$ cat config.mk
export PLATFORM = sky130hd
export DESIGN_NAME = led_blink_ctrl_flat
export DESIGN_NICKNAME = d
export VERILOG_FILES = /design/src/rtl/led_blink_ctrl_if.sv /design/src/rtl/led_blink_ctrl.sv /design/src/flat_wrapper.sv
export SDC_FILE = /design/constraint.sdc
export NUM_CORES = 1
export LEC_CHECK = 0
export ABC_AREA = 1
export BUFFER_PORTS_ARGS = -buffer_cell sky130_fd_sc_hd__buf_2
export CAP_MARGIN = 0
export CORE_ASPECT_RATIO = 0.8
export CORE_MARGIN = 3
export CORE_UTILIZATION = 60
export DETAILED_ROUTE_END_ITERATION = 8
export GPL_ROUTABILITY_DRIVEN = 0
export GPL_TIMING_DRIVEN = 0
export PLACE_DENSITY = 0.82
export SLEW_MARGIN = 10
export SYNTH_ARGS = -nofsm -noshare
export SYNTH_HDL_FRONTEND = slang
export SYNTH_SLANG_ARGS = --single-unit
$ cat constraint.sdc
create_clock -name sys_clk -period 3.4 [get_ports sys_clk]
set_input_delay 0.17 -clock sys_clk [delete_from_list [all_inputs] [get_ports sys_clk]]
set_output_delay 0.17 -clock sys_clk [all_outputs]
set_load 0.02 [all_outputs]
$ cat src/rtl/led_blink_ctrl_if.sv
// ----------------------------------------------------------------------------
// led_blink_ctrl_if
// Configuration write bus for led_blink_ctrl.
//   cfg_we     : single-cycle write strobe
//   cfg_ch     : target channel index
//   cfg_mode   : 00 OFF, 01 ON, 10 BLINK, 11 PWM
//   cfg_period : BLINK half-period in ticks / PWM duty in the low bits
// Modports: master drives the bus, slave (the LED controller) receives it.
// ----------------------------------------------------------------------------
interface led_blink_ctrl_if #(
   parameter int CNT_W = 16
);
   logic             cfg_we;
   logic [4:0]       cfg_ch;
   logic [1:0]       cfg_mode;
   logic [CNT_W-1:0] cfg_period;

   modport master (output cfg_we, output cfg_ch, output cfg_mode, output cfg_period);
   modport slave  (input  cfg_we, input  cfg_ch, input  cfg_mode, input  cfg_period);
endinterface

$ cat src/rtl/led_blink_ctrl.sv
// ----------------------------------------------------------------------------
// led_blink_ctrl
// Multi-channel LED driver: shared prescaler tick, per-channel OFF/ON/BLINK/PWM.
//   sys_clk   : system clock
//   sys_rst_n : asynchronous reset, active low
//   sync_i    : (LED_SYNC_EN only) clears prescaler, PWM counter and all
//               channel phases; modes and periods are kept
//   cfg       : configuration write bus (led_blink_ctrl_if.slave)
//   tick      : one-cycle pulse every TICK_DIV cycles
//   led       : registered LED drive, active high
// Optional feature macro: LED_SYNC_EN.
// ----------------------------------------------------------------------------
module led_blink_ctrl #(
   parameter int TICK_DIV = 100000,
   parameter int NCH      = 8,
   parameter int CNT_W    = 16,
   parameter int PWM_W    = 4
) (
   input  logic                   sys_clk,
   input  logic                   sys_rst_n,
`ifdef LED_SYNC_EN
   input  logic                   sync_i,
`endif
   led_blink_ctrl_if.slave        cfg,
   output logic                   tick,
   output logic [NCH-1:0]         led
);

   typedef enum logic [1:0] {
      MODE_OFF   = 2'b00,
      MODE_ON    = 2'b01,
      MODE_BLINK = 2'b10,
      MODE_PWM   = 2'b11
   } mode_e;

   localparam int              PW        = $clog2(TICK_DIV);
   localparam logic [PW-1:0]   PRESC_MAX = PW'(TICK_DIV - 1);

   logic [PW-1:0]    r_presc;
   logic             r_tick;
   logic [PWM_W-1:0] r_pwm_cnt;
   mode_e            r_mode   [NCH];
   logic [CNT_W-1:0] r_period [NCH];
   logic [CNT_W-1:0] r_cnt    [NCH];
   logic [NCH-1:0]   r_blink;
   logic [NCH-1:0]   r_led;

   logic             w_sync;
   logic             w_wr_valid;
   logic [NCH-1:0]   w_hit;
   logic [CNT_W-1:0] w_last [NCH];

`ifdef LED_SYNC_EN
   assign w_sync = sync_i;
`else
   assign w_sync = 1'b0;
`endif

   assign w_wr_valid = cfg.cfg_we && ({27'd0, cfg.cfg_ch} < 32'(NCH));

   // Per-channel write hit and terminal count (P-1 with P = max(period,1)).
   always_comb begin
      for (int unsigned i = 0; i < NCH; i++) begin
         w_hit[i]  = w_wr_valid && (cfg.cfg_ch == 5'(i));
         w_last[i] = (r_period[i] == '0) ? '0 : r_period[i] - 1'b1;
      end
   end

   always_ff @(posedge sys_clk or negedge sys_rst_n) begin
      if (!sys_rst_n) begin
         r_presc   <= '0;
         r_tick    <= 1'b0;
         r_pwm_cnt <= '0;
         r_blink   <= '0;
         r_led     <= '0;
         for (int unsigned i = 0; i < NCH; i++) begin
            r_mode[i]   <= MODE_OFF;
            r_period[i] <= '0;
            r_cnt[i]    <= '0;
         end
      end else begin
         if (w_sync) begin
            r_presc   <= '0;
            r_tick    <= 1'b0;
            r_pwm_cnt <= '0;
         end else begin
            r_presc   <= (r_presc == PRESC_MAX) ? '0 : r_presc + 1'b1;
            r_tick    <= (r_presc == PRESC_MAX);
            r_pwm_cnt <= r_pwm_cnt + 1'b1;
         end

         for (int unsigned i = 0; i < NCH; i++) begin
            if (w_hit[i]) begin
               r_mode[i]   <= mode_e'(cfg.cfg_mode);
               r_period[i] <= cfg.cfg_period;
            end

            // A write or sync on the tick cycle wins: phase restarts, no toggle.
            if (w_sync || w_hit[i]) begin
               r_cnt[i]   <= '0;
               r_blink[i] <= 1'b0;
            end else if (r_tick && (r_mode[i] == MODE_BLINK)) begin
               if (r_cnt[i] == w_last[i]) begin
                  r_cnt[i]   <= '0;
                  r_blink[i] <= ~r_blink[i];
               end else begin
                  r_cnt[i]   <= r_cnt[i] + 1'b1;
               end
            end

            case (r_mode[i])
               MODE_OFF:   r_led[i] <= 1'b0;
               MODE_ON:    r_led[i] <= 1'b1;
               MODE_BLINK: r_led[i] <= r_blink[i];
               MODE_PWM:   r_led[i] <= (r_pwm_cnt < r_period[i][PWM_W-1:0]);
               default:    r_led[i] <= 1'b0;
            endcase
         end
      end
   end

   assign tick = r_tick;
   assign led  = r_led;

endmodule

$ cat src/flat_wrapper.sv
// flat-port wrapper written by rule: the top's interface ports become plain ports
module led_blink_ctrl_flat 
#(
   parameter int TICK_DIV = 100000,
   parameter int NCH      = 8,
   parameter int CNT_W    = 16,
   parameter int PWM_W    = 4
)
  (sys_clk, sys_rst_n, tick, led, cfg_cfg_we, cfg_cfg_ch, cfg_cfg_mode, cfg_cfg_period);
  led_blink_ctrl_if #(.CNT_W(CNT_W)) cfg_i ();
  input  logic sys_clk;
  input  logic sys_rst_n;
  output logic tick;
  output logic [NCH-1:0] led;
  input wire logic [$bits(cfg_i.cfg_we)-1:0] cfg_cfg_we;
  input wire logic [$bits(cfg_i.cfg_ch)-1:0] cfg_cfg_ch;
  input wire logic [$bits(cfg_i.cfg_mode)-1:0] cfg_cfg_mode;
  input wire logic [$bits(cfg_i.cfg_period)-1:0] cfg_cfg_period;
  assign cfg_i.cfg_we = cfg_cfg_we;
  assign cfg_i.cfg_ch = cfg_cfg_ch;
  assign cfg_i.cfg_mode = cfg_cfg_mode;
  assign cfg_i.cfg_period = cfg_cfg_period;
  led_blink_ctrl #(.TICK_DIV(TICK_DIV), .NCH(NCH), .CNT_W(CNT_W), .PWM_W(PWM_W)) u_core (.sys_clk(sys_clk), .sys_rst_n(sys_rst_n), .cfg(cfg_i), .tick(tick), .led(led));
endmodule
==> results.json <==
{
  "status": "finished clean",
  "wl_per_cell_um": 15.5,
  "utilization_pct": 67.4,
  "period_minus_slack_ns": 2.63,
  "cts_hold_buf": 18,
  "clock.fmax_mhz": 380,
  "syn2layout_area_growth_pct": 10.1,
  "leakage_nw": 12.3,
  "clock_sinks": 310,
  "cts_tree": "yes",
  "drive_above_1_share_pct": 5.95,
  "cp.arrival_ns": 3.02,
  "drv_cap": 0,
  "post-place-ws_ns": 0.881,
  "fin_crit_sh_pct": 77.4,
  "drc": 0,
  "slew_viol_final": 0,
  "synthArstFlopShare_pct": 100,
  "grt_pass1_wl_um": 98100,
  "path_cells": "inv_1 -> ha_1 -> nand3_2 -> nor2_1 -> nand3_1 -> nand3_1 -> nand2_1 -> nand2_1 -> nand2_1 -> nor2_1 -> nand3_1 -> buf_6 -> nand4_1 -> o21ai_0",
  "die_h_um": 175,
  "yosysWarningCount": 0,
  "path_class": "reg2reg",
  "clock_latency_ns": 0.53,
  "cp-end-kind": "flip-flop",
  "dr.pass1.iters": 9,
  "layout.nets": 3356,
  "finClkSkew_ns": 0.0156,
  "die_w_um": 217,
  "hp-class": "in2async",
  "relSlewSlack_pct": 9.11,
  "n_fill_cell": 2996,
  "place_area_sq_um": 22300,
  "cts_max_level": 2,
  "clockRootBuffer": "clkbuf_16",
  "fp.coreArea_sq_um": 35000,
  "synthesis.area_sq_um": 21500,
  "synthCells": 3197,
  "antenna_found_initial": 3,
  "portBuffers": 34,
  "final_area_sq_um": 23600,
  "synth_edf_count": 0,
  "vias": 21600,
  "crit_buf_inv": 2,
  "cts_buffer_depth": 3,
  "r2r.worst_path.cells": 14,
  "cp-start-kind": "flip-flop",
  "diodes": 0,
  "critPathTopFamily": "simple AND/OR/NAND/NOR gates",
  "post_cts_buffers": 0,
  "routed_via_density": 5.71,
  "ys_ff_latch": 310,
  "post_cts_resized": 0,
  "grt_pass1_vias": 20100,
  "grt_start_max_net_pins": 103,
  "hold_violations": 0,
  "start_util_pct": 61.3,
  "syn_area_per_cell_sq_um": 6.71,
  "ff2ff_setup_slack_ns": 0.77,
  "clk_pin_slew_ns": 0.07,
  "yosysSeqAreaShare_pct": 36.1,
  "cp_slowest_cell": "dfrtp_1",
  "synth_cell_type_count": 41,
  "hpwl_um": 42800,
  "crit_cells": 14,
  "die_area_sq_um": 38100,
  "ant_nets": 0,
  "setup_viol": 0,
  "drtIter0Drc": 2251,
  "critPathMaxFanout": 10,
  "worst_pin_slew_ns": 1.35,
  "rows": 61,
  "cpPeakStageDelay_ns": 0.36,
  "wl_um": 58700,
  "grt_overflow_total": 0,
  "syn_nets": 3265,
  "gr-usage-all-layers_pct": 30.9,
  "finalWorstSetupSlack_ns": 0.770,
  "peakVddDrop_mv": 0.409,
  "pin_count": 35,
  "worstPathRequired_ns": 3.79,
  "rsz0062_at_grt": "false",
  "power.density_nw_per_um2": 527,
  "cts-buffers-inserted": 34,
  "ys.flop_type": "dfrtp_1"
}
## state kept, by name, indices dropped and copies added, names as in the netlist
name / count
u_core.r_cnt: 128
u_core.r_period: 128
u_core.r_presc: 17
u_core.r_mode: 16
u_core.led: 8
u_core.r_blink: 8
u_core.r_pwm_cnt: 4
u_core.tick: 1
## area by class of cell
type                    instances  area [sq um]  area share (%)
inverters                     428          1610            6.80
repair buffers                 55           443            1.88
clock inverters                14           160           0.678
flip-flops and latches        310          7760            32.8
clock buffers                  45           963            4.08
multi-input cells            2362         11500            48.9
well taps                     472           591            2.50
plain buffers                  97           559            2.37
## final timing paths
check | startpoint | end
min in group sys_clk | cfg_cfg_ch[1] | u_core.r_blink[6]
worst min register to register | u_core.r_presc[0] | u_core.r_presc[0]
worst max-delay path | u_core.r_period[16] | u_core.r_cnt[26]
worst max register to register | u_core.r_period[16] | u_core.r_cnt[26]
worst min-delay path | sys_rst_n | u_core.r_cnt[59]
max in group asynchronous | sys_rst_n | u_core.r_cnt[96]
## per-layer routing
metal | track usage [%] | routed length [um] | vias up | share of wire (%)
met5 | 0 | 0 | - | 0
met4 | 10.9 | 2170 | 0 | 3.7
met3 | 5.23 | 4880 | 159 | 8.3
met2 | 49.3 | 26400 | 887 | 45
met1 | 42.8 | 25300 | 10100 | 43
li1 | - | - | 10500 | -
## power breakdown
part	leakage, nW	switching, mW	internal, mW
sequential	4.01	0.579	4.18
clock	0.549	1.55	2.23
combinational	7.74	2.53	1.38
total	12.3	4.66	7.79
## worst reg2reg max path, stage by stage, from the launching register on
cell     delay, ns
dfrtp_1       0.36
inv_1         0.15
ha_1          0.30
nand3_2       0.18
nor2_1        0.32
nand3_1       0.17
nand3_1       0.14
nand2_1       0.06
nand2_1       0.05
nand2_1       0.04
nor2_1        0.14
nand3_1       0.20
buf_6         0.20
nand4_1       0.09
o21ai_0       0.10
## logic make-up (layout without fill, tap and decap cells)
| kind of cell | count (synthesis) | in the layout | share of synthesized area, % |
|---|---|---|---|
| buffers and inverters | 525 | 639 | 10.1 |
| adders and majority gates | 42 | 42 | 2.45 |
| and+or+nand+nor | 1877 | 1877 | 38.4 |
| xor gates and xnor gates | 126 | 126 | 5.14 |
| AOI/OAI and AO/OA | 317 | 317 | 7.79 |
| DFF | 310 | 310 | 36.1 |
## cell usage in the layout (no fill, tap or decap), types with 4 or more instances in the layout
cell	instances
clkbuf_16	35
ha_1	42
clkbuf_8	5
dlygate4sd3_1	18
xor2_1	120
dfrtp_1	310
clkinv_2	6
nand4_1	195
inv_1	422
o21bai_1	14
a21o_1	8
nand3_1	254
a21oi_1	40
buf_6	23
buf_1	4
inv_2	4
o21ai_1	13
nand3_2	6
nor4_1	19
nand2_1	1023
nor3_1	24
nand3b_1	8
clkbuf_1	61
nor2_1	278
nor2_4	6
nand2_2	24
xnor2_1	6
a31oi_1	5
buf_2	45
and2_1	8
o21ai_0	225
nor2_2	22
o22ai_1	6
## cell usage after synthesis (3+ instances only)
library cell	instances	area, sq um
o21ai_0	225	1130
o22ai_1	6	37.5
nand3_1	254	1270
buf_1	4	15.0
dfrtp_1	310	7760
nor2_2	22	138
o211ai_1	3	22.5
nor3_1	24	120
nand3_2	6	60.1
o21bai_1	14	105
nand4_1	195	1220
o21ai_1	13	65.1
clkbuf_1	56	210
nor2_4	6	67.6
a21oi_1	40	200
a31oi_1	5	31.3
nand2_2	24	150
and2_1	8	50.1
buf_2	12	60.1
buf_6	23	259
a21o_1	8	60.1
inv_1	422	1580
ha_1	42	526
xnor2_1	6	52.6
nand3b_1	8	60.1
xor2_1	120	1050
nor3_2	3	30.0
inv_2	4	15.0
nor2_1	278	1040
nor4_1	19	119
nand2_1	1023	3840
## stage by stage
stage / TNS, ns / hold slack, ns / power [mW] / cells
finish: 0 / 0.108 / 12.4 / 3783
global placement: -1117.10 / 0.418 / 8.41 / 3703
detailed placement: 0 / 0.0798 / 8.61 / 3706
global route: 0 / 0.128 / 13.3 / 3783
CTS: 0 / 0.116 / 12.4 / 3783
floorplan: 0 / -0.126 / 7.63 / 3197
(Power assumes the default switching activity.)
